## src/rtl/maple_pkg.sv

```systemverilog
// Shared Maple bus definitions: line-state enumeration, framing constants and word payload.
package maple_pkg;

    localparam int unsigned START_SLOTS   = 10;
    localparam int unsigned END_SLOTS     = 6;
    localparam int unsigned BITS_PER_WORD = 32;
    localparam int unsigned CRC_BITS      = 8;
    localparam int unsigned SLOT_CNT_W    = 6;

    typedef enum logic [2:0] {
        ST_IDLE  = 3'd0,
        ST_START = 3'd1,
        ST_DATA  = 3'd2,
        ST_CRC   = 3'd3,
        ST_END   = 3'd4
    } maple_state_e;

    typedef struct packed {
        logic [BITS_PER_WORD-1:0] data;
        logic                     last;
    } maple_word_t;

    // XOR of the four bytes of a frame word; the frame checksum accumulates these.
    function automatic logic [CRC_BITS-1:0] byte_xor(input logic [BITS_PER_WORD-1:0] w);
        return w[31:24] ^ w[23:16] ^ w[15:8] ^ w[7:0];
    endfunction

endpackage

```

## src/rtl/maple_slot_timer.sv

```systemverilog
// Slot tick divider: one-cycle tick in the last cycle of every PHASE_TICKS-cycle slot.
module maple_slot_timer #(
    parameter int unsigned PHASE_TICKS = 25
) (
    input  logic clk,
    input  logic rst_n,
    input  logic enable,
    input  logic restart,
    output logic tick
);

    localparam int unsigned CNT_W = (PHASE_TICKS > 1) ? $clog2(PHASE_TICKS) : 1;
    localparam logic [CNT_W-1:0] LAST = CNT_W'(PHASE_TICKS - 1);

    logic [CNT_W-1:0] cnt_q, cnt_d;
    logic             tick_q, tick_d;

    always_comb begin
        cnt_d  = cnt_q;
        tick_d = 1'b0;
        if (restart) begin
            cnt_d = '0;
        end else if (enable) begin
            cnt_d  = (cnt_q == LAST) ? '0 : cnt_q + CNT_W'(1);
            tick_d = (cnt_d == LAST);
        end
    end

    always_ff @(posedge clk) begin
        if (!rst_n) begin
            cnt_q  <= '0;
            tick_q <= 1'b0;
        end else begin
            cnt_q  <= cnt_d;
            tick_q <= tick_d;
        end
    end

    assign tick = tick_q;

endmodule

```

## src/rtl/tx_maple_bus.sv

```systemverilog
// Maple bus frame transmitter: AXI-Stream words in, two-wire SDCKA/SDCKB line sequence out.
module tx_maple_bus
    import maple_pkg::*;
#(
    parameter int unsigned PHASE_TICKS = 25
) (
    input  logic        ACLK,
    input  logic        ARESETN,
    input  logic [31:0] s_axis_tdata,
    input  logic        s_axis_tvalid,
    output logic        s_axis_tready,
    input  logic        s_axis_tlast,
    output logic        sdcka_o,
    output logic        sdckb_o,
    output logic        sdck_oe,
    output logic        busy,
    output logic        underrun,
    output logic [15:0] frames_sent
);

    localparam logic [SLOT_CNT_W-1:0] START_LAST = SLOT_CNT_W'(START_SLOTS - 1);
    localparam logic [SLOT_CNT_W-1:0] DATA_LAST  = SLOT_CNT_W'(2 * BITS_PER_WORD - 1);
    localparam logic [SLOT_CNT_W-1:0] CRC_LAST   = SLOT_CNT_W'(2 * CRC_BITS - 1);
    localparam logic [SLOT_CNT_W-1:0] END_LAST   = SLOT_CNT_W'(END_SLOTS - 1);

    maple_state_e            state_q, state_d;
    logic [SLOT_CNT_W-1:0]   cnt_q, cnt_d;
    maple_word_t             sh_q, sh_d, hold_q, hold_d, in_word;
    logic                    hold_vld_q, hold_vld_d;
    logic [CRC_BITS-1:0]     crc_q, crc_d;
    logic                    aborted_q, aborted_d;
    logic [15:0]             frames_sent_q, frames_sent_d;
    logic                    underrun_q, underrun_d;
    logic                    tready_q, tready_d;
    logic                    busy_q, busy_d;
    logic                    line_a_q, line_a_d, line_b_q, line_b_d, oe_q, oe_d;
    logic                    accept, took_direct, dbit, clk_line, tick;

    assign in_word = '{data: s_axis_tdata, last: s_axis_tlast};
    assign accept  = s_axis_tvalid && tready_q;

    maple_slot_timer #(.PHASE_TICKS(PHASE_TICKS)) u_slot_timer (
        .clk    (ACLK),
        .rst_n  (ARESETN),
        .enable (state_q != ST_IDLE),
        .restart(state_q == ST_IDLE),
        .tick   (tick)
    );

    always_comb begin
        state_d       = state_q;
        cnt_d         = cnt_q;
        sh_d          = sh_q;
        hold_d        = hold_q;
        hold_vld_d    = hold_vld_q;
        crc_d         = crc_q;
        aborted_d     = aborted_q;
        frames_sent_d = frames_sent_q;
        underrun_d    = 1'b0;
        took_direct   = 1'b0;
        unique case (state_q)
            ST_IDLE: begin
                if (hold_vld_q) begin
                    sh_d       = hold_q;
                    hold_vld_d = 1'b0;
                    crc_d      = byte_xor(hold_q.data);
                    state_d    = ST_START;
                    cnt_d      = '0;
                    aborted_d  = 1'b0;
                end else if (accept) begin
                    sh_d        = in_word;
                    took_direct = 1'b1;
                    crc_d       = byte_xor(in_word.data);
                    state_d     = ST_START;
                    cnt_d       = '0;
                    aborted_d   = 1'b0;
                end
            end
            ST_START: begin
                if (tick) begin
                    cnt_d   = (cnt_q == START_LAST) ? '0 : cnt_q + SLOT_CNT_W'(1);
                    state_d = (cnt_q == START_LAST) ? ST_DATA : ST_START;
                end
            end
            ST_DATA: begin
                if (tick && cnt_q == DATA_LAST) begin
                    cnt_d = '0;
                    // Word boundary: next word follows with no gap slot, else abort the frame.
                    if (sh_q.last) begin
                        state_d = ST_CRC;
                    end else if (hold_vld_q) begin
                        sh_d       = hold_q;
                        hold_vld_d = 1'b0;
                        crc_d      = crc_q ^ byte_xor(hold_q.data);
                    end else if (accept) begin
                        sh_d        = in_word;
                        took_direct = 1'b1;
                        crc_d       = crc_q ^ byte_xor(in_word.data);
                    end else begin
                        state_d    = ST_END;
                        aborted_d  = 1'b1;
                        underrun_d = 1'b1;
                    end
                end else if (tick) begin
                    cnt_d = cnt_q + SLOT_CNT_W'(1);
                    if (cnt_q[0]) begin
                        sh_d.data = {sh_q.data[BITS_PER_WORD-2:0], 1'b0};
                    end
                end
            end
            ST_CRC: begin
                if (tick) begin
                    cnt_d   = (cnt_q == CRC_LAST) ? '0 : cnt_q + SLOT_CNT_W'(1);
                    state_d = (cnt_q == CRC_LAST) ? ST_END : ST_CRC;
                    if (cnt_q[0]) begin
                        crc_d = {crc_q[CRC_BITS-2:0], 1'b0};
                    end
                end
            end
            ST_END: begin
                if (tick) begin
                    cnt_d = (cnt_q == END_LAST) ? '0 : cnt_q + SLOT_CNT_W'(1);
                    if (cnt_q == END_LAST) begin
                        state_d = ST_IDLE;
                        if (!aborted_q) begin
                            frames_sent_d = frames_sent_q + 16'd1;
                        end
                    end
                end
            end
            default: state_d = ST_IDLE;
        endcase
        if (accept && !took_direct) begin
            hold_d     = in_word;
            hold_vld_d = 1'b1;
        end

        tready_d = !hold_vld_d && (state_d inside {ST_IDLE, ST_START, ST_DATA});
        busy_d   = (state_d != ST_IDLE);

        // Line values derive from next-state so the registered lines align with state_q.
        line_a_d = 1'b1;
        line_b_d = 1'b1;
        oe_d     = 1'b0;
        dbit     = (state_d == ST_DATA) ? sh_d.data[BITS_PER_WORD-1] : crc_d[CRC_BITS-1];
        clk_line = ~cnt_d[0];
        unique case (state_d)
            ST_START: begin
                oe_d = 1'b1;
                if (cnt_d == '0) begin
                    line_a_d = 1'b0;
                end else if (cnt_d != START_LAST) begin
                    line_a_d = 1'b0;
                    line_b_d = ~cnt_d[0];
                end
            end
            ST_DATA, ST_CRC: begin
                oe_d     = 1'b1;
                line_a_d = cnt_d[1] ? dbit : clk_line;
                line_b_d = cnt_d[1] ? clk_line : dbit;
            end
            ST_END: begin
                oe_d = 1'b1;
                if (cnt_d == '0) begin
                    line_b_d = 1'b0;
                end else if (cnt_d != END_LAST) begin
                    line_a_d = ~cnt_d[0];
                    line_b_d = 1'b0;
                end
            end
            default: ;
        endcase
    end

    always_ff @(posedge ACLK) begin
        if (!ARESETN) begin
            state_q       <= ST_IDLE;
            cnt_q         <= '0;
            sh_q          <= '0;
            hold_q        <= '0;
            hold_vld_q    <= 1'b0;
            crc_q         <= '0;
            aborted_q     <= 1'b0;
            frames_sent_q <= '0;
            underrun_q    <= 1'b0;
            tready_q      <= 1'b0;
            busy_q        <= 1'b0;
            line_a_q      <= 1'b1;
            line_b_q      <= 1'b1;
            oe_q          <= 1'b0;
        end else begin
            state_q       <= state_d;
            cnt_q         <= cnt_d;
            sh_q          <= sh_d;
            hold_q        <= hold_d;
            hold_vld_q    <= hold_vld_d;
            crc_q         <= crc_d;
            aborted_q     <= aborted_d;
            frames_sent_q <= frames_sent_d;
            underrun_q    <= underrun_d;
            tready_q      <= tready_d;
            busy_q        <= busy_d;
            line_a_q      <= line_a_d;
            line_b_q      <= line_b_d;
            oe_q          <= oe_d;
        end
    end

    assign s_axis_tready = tready_q;
    assign sdcka_o       = line_a_q;
    assign sdckb_o       = line_b_q;
    assign sdck_oe       = oe_q;
    assign busy          = busy_q;
    assign underrun      = underrun_q;
    assign frames_sent   = frames_sent_q;

endmodule

```

## config.mk

```make
export PLATFORM = sky130hd
export DESIGN_NAME = tx_maple_bus
export DESIGN_NICKNAME = d
export VERILOG_FILES = /design/src/rtl/maple_pkg.sv /design/src/rtl/maple_slot_timer.sv /design/src/rtl/tx_maple_bus.sv
export SDC_FILE = /design/constraint.sdc
export NUM_CORES = 1
export LEC_CHECK = 0
export BUFFER_PORTS_ARGS = -buffer_cell sky130_fd_sc_hd__buf_4
export CORE_MARGIN = 5
export CORE_UTILIZATION = 35
export DETAILED_ROUTE_END_ITERATION = 8
export PLACE_DENSITY = 0.62
export SLEW_MARGIN = 10
export SYNTH_ARGS = -nofsm -noshare
export SYNTH_HDL_FRONTEND = slang
export SYNTH_SLANG_ARGS = --single-unit
export TNS_END_PERCENT = 1
```

## constraint.sdc

```tcl
create_clock -name ACLK -period 5.55 [get_ports ACLK]
set_clock_uncertainty 0.1 [all_clocks]
set_input_delay 1.3875 -clock ACLK [delete_from_list [all_inputs] [get_ports ACLK]]
set_output_delay 1.3875 -clock ACLK [all_outputs]
set_load 0.03 [all_outputs]
```

# [Word-level counts from Yosys, hierarchy flattened]
# Cells that the tools add are included.
[op_classes] add_sub_neg=3 n_reduce_logical=24 n_bitwise=14 mux=75 eq_ne=28
[ops] cell="33-bit 2-to-1 mux" count=5
[ops] cell="32-bit 2-to-1 mux" count=3
[ops] cell="33-bit case mux with 2 select lines" count=1
[ops] cell="8-bit 2-to-1 mux" count=8
[ops] cell="8-bit XOR" count=8
[ops] cell="6-bit 2-to-1 mux" count=10
[ops] cell="3-bit 2-to-1 mux" count=11
[ops] cell="6-bit case mux with 5 select lines" count=1
[ops] cell="1-bit 2-to-1 mux" count=27
[ops] cell="8-bit case mux with 3 select lines" count=1
[ops] cell="16-bit by 1-bit adder with 16-bit output (second input constant)" count=1
[ops] cell="3-bit case mux with 5 select lines" count=1
[ops] cell="3-bit by 2-bit == test with 1-bit output (second input constant)" count=4
[ops] cell="6-bit by 4-bit == test with 1-bit output (second input constant)" count=2
[ops] cell="3-bit != test (second input constant)" count=4
[ops] cell="6-bit AND reduction" count=2
[ops] cell="3-bit nonzero test" count=4
[ops] cell="5-bit == test (second input constant)" count=2
[ops] cell="2-bit != test (second input constant)" count=5
[ops] cell="7-bit AND reduction" count=1
[ops] cell="6-bit by 1-bit adder with 6-bit output (second input constant)" count=1
[ops] cell="3-bit by 1-bit == test with 1-bit output (second input constant)" count=2
[ops] cell="3-bit == test (second input constant)" count=2
[ops] cell="6-bit by 3-bit == test with 1-bit output (second input constant)" count=1
[ops] cell="23 further kinds" count=37
[word_totals] register_bits=113 word_cells=164

# [Longest topological paths before layout]
# Gate-level depths: netlist (run 1).
[depth] word_depth=12 depth_mapped=10 mapped_depth_nobuf=10

# [Modules after synthesis]
# Synthesis (run 1) repeated with hierarchy kept, for this count alone.
[hier_totals] hier_cells=781 area_unflattened_um2=6198.4
[by_module_without_submodules] module="tx_maple_bus" area_each_um2=5830.6 cells_each=740 n_inst=1
[by_module_without_submodules] module="maple_slot_timer" area_each_um2=367.9 cells_each=41 n_inst=1

# [Worst setup path before layout (run 1)]
# OpenSTA, ideal clock, no wires.
[synth_path] path_type="input -> register" startpoint="in s_axis_tvalid" endpoint="reg line_a_q (netlist: sdcka_o)" setup_ns=0.082 setup_slack_ns=2.447 required_time_ns=5.368 path_buffers=0 arrival_time_ns=2.920 stages=6 cell_sequence="a21o_1 > or3_4 > o211a_2 > or3b_1 > o311a_1 > o221ai_1"
[synth_between] elab_chain_len=10
[synth_rtl] item="start: declaration" line="tx_maple_bus.sv:10" source="input logic s_axis_tvalid,"
[synth_rtl] item="1-bit logical AND *" line="tx_maple_bus.sv:40" source="assign accept = s_axis_tvalid && tready_q;"
[synth_rtl] item="3-bit 2-to-1 mux" line="tx_maple_bus.sv:95" source="end else if (accept) begin"
[synth_rtl] item="3-bit 2-to-1 mux" line="tx_maple_bus.sv:91" source="end else if (hold_vld_q) begin"
[synth_rtl] item="3-bit 2-to-1 mux" line="tx_maple_bus.sv:89" source="if (sh_q.last) begin"
[synth_rtl] item="3-bit 2-to-1 mux" line="tx_maple_bus.sv:86" source="if (tick && cnt_q == DATA_LAST) begin"
[synth_rtl] item="3-bit case mux with 5 select lines" line="tx_maple_bus.sv:61" source="unique case (state_q)"
[synth_rtl] item="3-bit by 2-bit == test with 1-bit output" line="tx_maple_bus.sv:145, tx_maple_bus.sv:147"
[synth_rtl] item="1-bit 2-to-1 mux" line="tx_maple_bus.sv:145" source="dbit = (state_d == ST_DATA) ? sh_d.data[BITS_PER_WORD-1] : crc_d[CRC_BITS-1];"
[synth_rtl] item="1-bit 2-to-1 mux" line="tx_maple_bus.sv:159" source="line_a_d = cnt_d[1] ? dbit : clk_line;"
[synth_rtl] item="1-bit case mux with 3 select lines *" line="tx_maple_bus.sv:147" source="unique case (state_d)"
[synth_rtl] item="end signal: assignment" line="tx_maple_bus.sv:203" source="line_a_q <= line_a_d;"
[synth_rtl] item="end: declaration" line="tx_maple_bus.sv:36" source="logic line_a_q, line_a_d, line_b_q, line_b_d, oe_q, oe_d;"
# Every way passes the cells marked *; elsewhere a longest branch is shown, timed or not. The select of a mux whose other input is x is not followed.
# A chain may end at the register's enable or synchronous reset.

# [Worst setup path after layout (run 1)]
[layout_path] startpoint="reg state_q[1]" endpoint="reg hold_q[9] in the netlist's numbering"
[layout_between] elab_chain_len=4
[layout_rtl] item="start: declaration" line="tx_maple_bus.sv:26" source="maple_state_e state_q, state_d;"
[layout_rtl] item="start signal: assignment" line="tx_maple_bus.sv:192" source="state_q <= state_d;"
[layout_rtl] item="3-bit by 2-bit == test with 1-bit output or 3-bit logical NOT (tied branches)" line="tx_maple_bus.sv:61"
[layout_rtl] item="1-bit case mux with 2 select lines *" line="tx_maple_bus.sv:61"
[layout_rtl] item="1-bit logical NOT *" line="tx_maple_bus.sv:133" source="if (accept && !took_direct) begin"
[layout_rtl] item="1-bit logical AND *" line="tx_maple_bus.sv:133"
[layout_rtl] item="end signal: assignment" line="tx_maple_bus.sv:195" source="hold_q <= hold_d;"
[layout_rtl] item="end: declaration" line="tx_maple_bus.sv:28" source="maple_word_t sh_q, sh_d, hold_q, hold_d, in_word;"
# Every way passes the cells marked *; elsewhere a longest branch is shown, timed or not.

==> results.md, run 1 <==
* Status: completed
* Worst VDD drop at 0.223 mV
* TNS Setup at 0 ps
* Worst Path Max Fanout at 17
* Die Footprint at 0.0196 mm2
* Gate count after technology mapping at 757
* Post-synth top area cell: dfxtp_1
* Setup Fix Bufs, Post-CTS at 0
* Iter 0 DRT Violations at 524
* EDFF count, synth at 0
* Clock sink count at 113
* Final setup violating endpoints at 0
* Primary FF master, synth: dfxtp_1
* DRC Markers at 0
* Clk buf depth at 2
* Net Sw Frac at 26.8%
* P&R area growth vs syn at 19.9%
* I/O pin count at 58
* Antenna violations before repair at 0
* Syn nets at 798
* Worst-margin pin slew at 831 ps
* Depth of the worst hold-timing path at 2
* Delay of the slowest critical-path stage at 680 ps
* Total Power at 2.13 mW
* Worst R2R Start: state_q[1]$_SDFF_PN0_
* Antenna-violating nets left at 0
* Post-cts sizing count at 0
* Slew Viols, Final at 0
* Site Rows at 47
* Internal power at 1.56 mW
* H-tree Lvls at 4
* Clock power share at 49.1%
* Synth async-reset ratio at 0%
* Critical-path cell list: nor2b_1 > nand2b_1 > nor3_2 > nor2_1 > o21ai_2 > buf_4 > nand2_1 > a21oi_1
* WL per Instance at 15.6 um
* GP Congestion at 0.840
* R2r endpoint: hold_q[9]$_SDFFE_PN0P_
* Syn Std Cell Area at 0.00591 mm2
* Combinational Power Share at 10.4%
* Nets at 836
* Fmax achieved at 322 MHz
* Worst Hold Path EP: hold_q[0]$_SDFFE_PN0P_
* Placed cells at 996
* All-Layer GR Usage at 16.3%
* Relative slew margins at 44.6%
* FF-to-FF setup slack at 2450 ps
* Pre-CTS setup slack at 2120 ps
* Antenna diodes at 0
* RSZ-0062 raised after global routing: no
* Drt total wl at 16000 um
* Vias in the first global route at 5186
* Clk_lat worst skew at 410 ps
* Share of layout cells above drive strength 1 at 14.4%
* Leakage at 2.58 nW
* DP Wirelength at 11200 um
* Pin count of the biggest net entering global routing at 54
* Fin crit period at 3100 ps
* First-pass GRT wire length at 26300 um
* Hold_sp: hold_q[0]$_SDFFE_PN0P_
* Synth warnings at 0
* Max_cap viols at 0
* Register area share after synthesis at 38.3%
* Fin crit share at 55.9%
* Worst-case reg-to-reg path depth at 8
* Number of fill cells in the layout at 1708
* Via Count at 5445
* Worst Setup Start Kind: flip-flop
* CORE AREA at 0.0166 mm2
* Seq pwr share at 40.5%
* Hold Crit Class: flip-flop to flip-flop
* Final Hold Viols at 0
* CP arrival at 3340 ps
* I/O Buffers at 57
* Total global routing overflow at 0
* Die height at 140 um
* CTS buffer count at 17
* CTS tree: built
* Leading post-synthesis cells by cell area: dfxtp_1 38%, nand2_1 11%, a222oi_1 5.1%
* CTS root buf: clkbuf_16
* Setup WS post-layout at 2450 ps
* Die width at 140 um
* Psw at 572 uW
* Hold_ws at 377 ps
* Synth Area per Inst at 7.81 um2
* Initial Util at 35.6%
* Finished Layout Cells at 1028
* Hold_buf cts at 0
* TritonRoute pass-1 iters at 6
* Type of the worst setup path: flip-flop to flip-flop
* Clock transition at path regs at 60 ps
* Synth cell types at 60
* Top cell type's share of synthesized area at 38.3%
* Synthesized flop and latch total at 113
* Via/cell ratio at 5.30
* Pwr/cell area at 301 mW/mm2
* Critical Path RT at 5790 ps
* Slowest cell on crit path: dfxtp_1
* Critical Path Sink Type: flip-flop
==> synthesized netlist by cell type (2+ instances only) <==
cell type / instances
o21ai_0: 54
and3_1: 6
and2_1: 5
o311a_1: 3
inv_1: 10
nor2_1: 75
or3b_1: 2
nand3b_1: 4
mux2i_1: 3
or3_1: 5
clkbuf_1: 39
nor3_1: 7
ha_1: 5
o2111ai_1: 6
nand3_1: 15
nor2b_1: 4
nand2b_1: 5
xnor2_1: 32
a22oi_1: 3
buf_2: 8
dfxtp_1: 113
o221ai_1: 2
a21o_1: 4
a31oi_1: 11
a21oi_1: 45
o21ai_1: 2
a32oi_1: 9
a222oi_1: 30
o211ai_1: 2
o21bai_1: 2
a21boi_0: 3
nand4_1: 9
nand2_1: 174
xor2_1: 34
==> cells in the final DEF, fill, tap and decap left out, drive strengths merged, types with 5 or more instances in the layout <==
cell type,synthesis,routed
nand2b,5,5
a32oi,9,9
nand4,9,9
a222oi,30,30
o21ai,57,57
xor2,34,34
nand3,15,15
buf,8,66
inv,11,14
nor2,75,75
ha,5,5
nor3,8,8
clkbuf,39,18
a31oi,11,11
and3,6,6
or3,6,6
xnor2,32,32
nand2,175,175
o2111ai,6,6
clkinv,0,7
and2,5,5
a21oi,45,45
dfxtp,113,113
==> metal layers <==
metal	part of all wire (%)	routed length (um)	track usage, %
met1	48	7640	22.3
met2	47	7450	26.3
met3	4.3	687	3.03
met4	1.4	221	4.90
met5	0	0	0
==> how the worst max path moves through the flow <==
stage / depth (start not counted) / to / slack, ps / startpoint
floorplan: 6 / sdcka_o$_SDFF_PN1_ / 2450 / s_axis_tvalid
global placement: 9 / sh_q[31]$_SDFFE_PN0P_ / 2210 / s_axis_tvalid
detailed placement: 9 / sh_q[17]$_SDFFE_PN0P_ / 2120 / s_axis_tvalid
CTS: 8 / hold_q[3]$_SDFFE_PN0P_ / 2430 / cnt_q[0]$_SDFF_PN0_
global route: 8 / hold_q[5]$_SDFFE_PN0P_ / 2110 / cnt_q[0]$_SDFF_PN0_
finish: 8 / hold_q[9]$_SDFFE_PN0P_ / 2450 / state_q[1]$_SDFF_PN0_
==> through the flow <==
step / cell area, um2 / util [%]
floorplan: 5910 / -
global placement: 6510 / 39.3
detailed placement: 6510 / 39.3
CTS: 7080 / 42.7
global route: 7080 / 42.7
finish: 7080 / 42.7
==> flip-flops by register name (all words and copies together), names as in the netlist, 3 cells and up <==
signal and flops:
hold_q 33, sh_q 33, frames_sent 16, crc_q 8
cnt_q 6, u_slot_timer.cnt_q 5, state_q 3
==> cell type report <==
| type | instances | area (um2) | share of cell area [%] |
|---|---|---|---|
| inverters | 11 | 41.3 | 0.583 |
| clock buffers | 18 | 439 | 6.20 |
| flip-flops and latches | 113 | 2260 | 32.0 |
| well taps | 220 | 275 | 3.89 |
| multi-input cells | 586 | 3440 | 48.5 |
| repair buffers | 66 | 495 | 7.00 |
| clock inverters | 14 | 133 | 1.87 |
==> cells by family after synthesis <==
family,Yosys count,share of synthesized area [%]
compound gates,189,21.8
buf+inv,58,3.85
xor+xnor,66,9.78
mux,3,0.508
flops,113,38.3
fa+ha+maj,5,1.06
simple gates,323,24.7
==> power groups by stage <==
| stage | Combinational, mW | Sequential [mW] | Clock, mW |
|---|---|---|---|
| 6_report | 0.223 | 0.863 | 1.05 |
| 5_1_grt | 0.246 | 0.867 | 1.10 |
| 4_1_cts | 0.223 | 0.863 | 1.06 |
| 3_5_place_dp | 0.222 | 0.880 | 0 |
| 3_3_place_gp | 0.221 | 0.881 | 0 |
| 2_1_floorplan | 0.139 | 0.880 | 0 |
==> critical path, delay by kind of cell, from the launching register on <==
family                 cells  cell delay (ps)
AND/OR/NAND/NOR            5             1150
AO/OA/AOI/OAI              2              730
flip-flops                 1              680
buffers and inverters      1              350
(Power assumes the default switching activity.)
==> run 2, diff against run 1 <==
Settings changed: ABC_AREA set to 1, PLACE_DENSITY 0.62 to 0.64.
Clock period 5.55 ns to 2.8 ns, I/O delays scaled along.
==> run 2 against run 1 <==
Compared with the run above: sequential power rose by 100%; flip-flop and latch count did not move; utilization fell by 0.12 points; clock power rose by 100%; via count rose by 11%; register-to-register slack got worse by 2100 ps; critical path depth rose by 3.
==> results.md, run 2 <==
* Worst R2R Start: cnt_q[0]$_SDFF_PN0_
* Pwr/cell area at 598 mW/mm2
* Iter 0 DRT Violations at 385
* WL per Instance at 14.7 um
* GP Congestion at 0.881
* Top cell type's share of synthesized area at 36.7%
* Relative slew margins at 53.7%
* I/O pin count at 58
* Slew Viols, Final at 0
* DP Wirelength at 11900 um
* Antenna diodes at 0
* Pre-CTS setup slack at 260 ps
* CTS root buf: clkbuf_16
* Drt total wl at 17200 um
* CP arrival at 2730 ps
* Die Footprint at 0.0204 mm2
* Worst Hold Path EP: hold_q[18]$_SDFFE_PN0P_
* Syn Std Cell Area at 0.00617 mm2
* RSZ-0062 raised after global routing: no
* P&R area growth vs syn at 19.4%
* Critical Path RT at 3030 ps
* Die width at 143 um
* Clk buf depth at 2
* DRC Markers at 0
* Type of the worst setup path: flip-flop to flip-flop
* Vias in the first global route at 5713
* Worst Path Max Fanout at 8
* Clock transition at path regs at 50 ps
* Hold_ws at 373 ps
* Site Rows at 48
* Count leader, synth: nand2_1
* Finished Layout Cells at 1171
* CTS tree: built
* Hold_sp: hold_q[18]$_SDFFE_PN0P_
* Antenna-violating nets left at 0
* CORE AREA at 0.0173 mm2
* Die height at 143 um
* Worst-case reg-to-reg path depth at 11
* Synth async-reset ratio at 0%
* Worst-margin pin slew at 694 ps
* CTS buffer count at 17
* Via/cell ratio at 5.14
* TritonRoute pass-1 iters at 5
* FF-to-FF setup slack at 310 ps
* Synth Area per Inst at 6.94 um2
* Setup WS post-layout at 309 ps
* Share of layout cells above drive strength 1 at 13.4%
* Leading post-synthesis cells by cell area: dfxtp_1 37%, a21oi_1 8.5%, o21ai_0 7.1%
* Fin crit share at 89.0%
* Initial Util at 35.7%
* Post-cts sizing count at 0
* Most common cell after layout, fill and taps aside: nand2_1
* R2r endpoint: crc_q[5]$_SDFFE_PN0P_
* Via Count at 6022
* Primary FF master, synth: dfxtp_1
* First-pass GRT wire length at 28600 um
* Final Hold Viols at 0
* Post-synth top area cell: dfxtp_1
* Synth cell types at 39
* Most frequent cells in the layout: 116 x nand2_1, 113 x dfxtp_1, 109 x inv_1, 105 x a21oi_1, 90 x nor2_1
* Depth of the worst hold-timing path at 2
* Setup Fix Bufs, Post-CTS at 0
* Max_cap viols at 0
* Status: completed
* Leakage at 2.96 nW
* Pin count of the biggest net entering global routing at 68
* Worst Setup Start Kind: flip-flop
* Hold_buf cts at 0
* Hold Crit Class: flip-flop to flip-flop
* Synthesized flop and latch total at 113
* Clock sink count at 113
* Gate count after technology mapping at 889
* Critical Path Sink Type: flip-flop
* EDFF count, synth at 0
* Synth warnings at 0
* Antenna violations before repair at 0
* Fmax achieved at 401 MHz
* I/O Buffers at 57
* Number of fill cells in the layout at 1834
* Syn nets at 930
* H-tree Lvls at 4
* Fin crit period at 2490 ps
* All-Layer GR Usage at 17.5%
* Placed cells at 1139
* Final setup violating endpoints at 0
* Register area share after synthesis at 36.7%
* Total global routing overflow at 0
* Worst VDD drop at 0.461 mV
* Synth top cells by count: 116 x nand2_1, 113 x dfxtp_1, 109 x inv_1
* Clk_lat worst skew at 420 ps
* Nets at 974
* TNS Setup at 0 ps
* Final core utilization at 42.6%
## run 2: changes by cell type after synthesis, sizes merged, moves of 25 or more
| cell | delta |
|---|---|
| nand2 | -57 |
| a21oi | +60 |
| o21ai | +40 |
| nor2 | +25 |
| a222oi | -30 |
| inv | +106 |
| nand3 | +46 |
## run 2: how the worst max path moves through the flow
stage | startpoint | slack [ps] | cells after the start | end
after detailed placement | s_axis_tvalid | 260 | 14 | sdckb_o$_SDFF_PN1_
after global routing | cnt_q[0]$_SDFF_PN0_ | 30 | 10 | frames_sent[8]$_SDFFE_PN0P_
after floorplan | s_axis_tvalid | 760 | 13 | sdckb_o$_SDFF_PN1_
after CTS | cnt_q[0]$_SDFF_PN0_ | 360 | 11 | crc_q[5]$_SDFFE_PN0P_
final | cnt_q[0]$_SDFF_PN0_ | 310 | 11 | crc_q[5]$_SDFFE_PN0P_
after global placement | s_axis_tvalid | 300 | 14 | sdckb_o$_SDFF_PN1_
## run 2: power breakdown
group	internal (mW)	total [mW]	switching, mW
Sequential	1.68	1.74	0.0564
Combinational	0.195	0.525	0.330
Clock	1.37	2.14	0.771
## run 2: final cells by class
cell class | instances | area [um2] | share of cell area [%]
inverters | 118 | 443 | 6.01
well taps | 225 | 282 | 3.82
clock inverters | 10 | 109 | 1.48
flip-flops and latches | 113 | 2260 | 30.7
repair buffers | 68 | 536 | 7.27
clock buffers | 22 | 474 | 6.44
multi-input cells | 615 | 3260 | 44.3
## run 2: layer usage
layer	up-vias	wire (um)	GRT usage (%)
li1	3072	-	-
met1	2761	8110	23.2
met2	171	7930	28.2
met3	18	1000	4.49
met4	0	192	5.10
met5	-	0	0
## run 2: critical path, cell delays in order, from the launching register on
cell and delay (ps):
dfxtp_1 470, ha_1 240, nand2_1 100, nor2_4 100, nand3_2 160, nand2_2 150
inv_2 60, nor2_4 100, nand4_1 330, inv_1 290, o21ai_0 110, a31oi_1 190
## run 2: stage by stage
stage	power [mW]	area (um2)
2_1_floorplan	2.11	6170
3_3_place_gp	2.29	6780
3_5_place_dp	2.30	6780
4_1_cts	4.44	7370
5_1_grt	4.60	7370
6_report	4.41	7370
## run 2: cell families after synthesis
kind of cell,after synthesis,synth area share [%]
AND/OR/NAND/NOR,312,22.5
flip-flops,113,36.7
XOR/XNOR,39,5.54
adder cells (fa/ha/maj),5,1.01
buffers and inverters,161,10.5
AO/OA/AOI/OAI,259,23.8
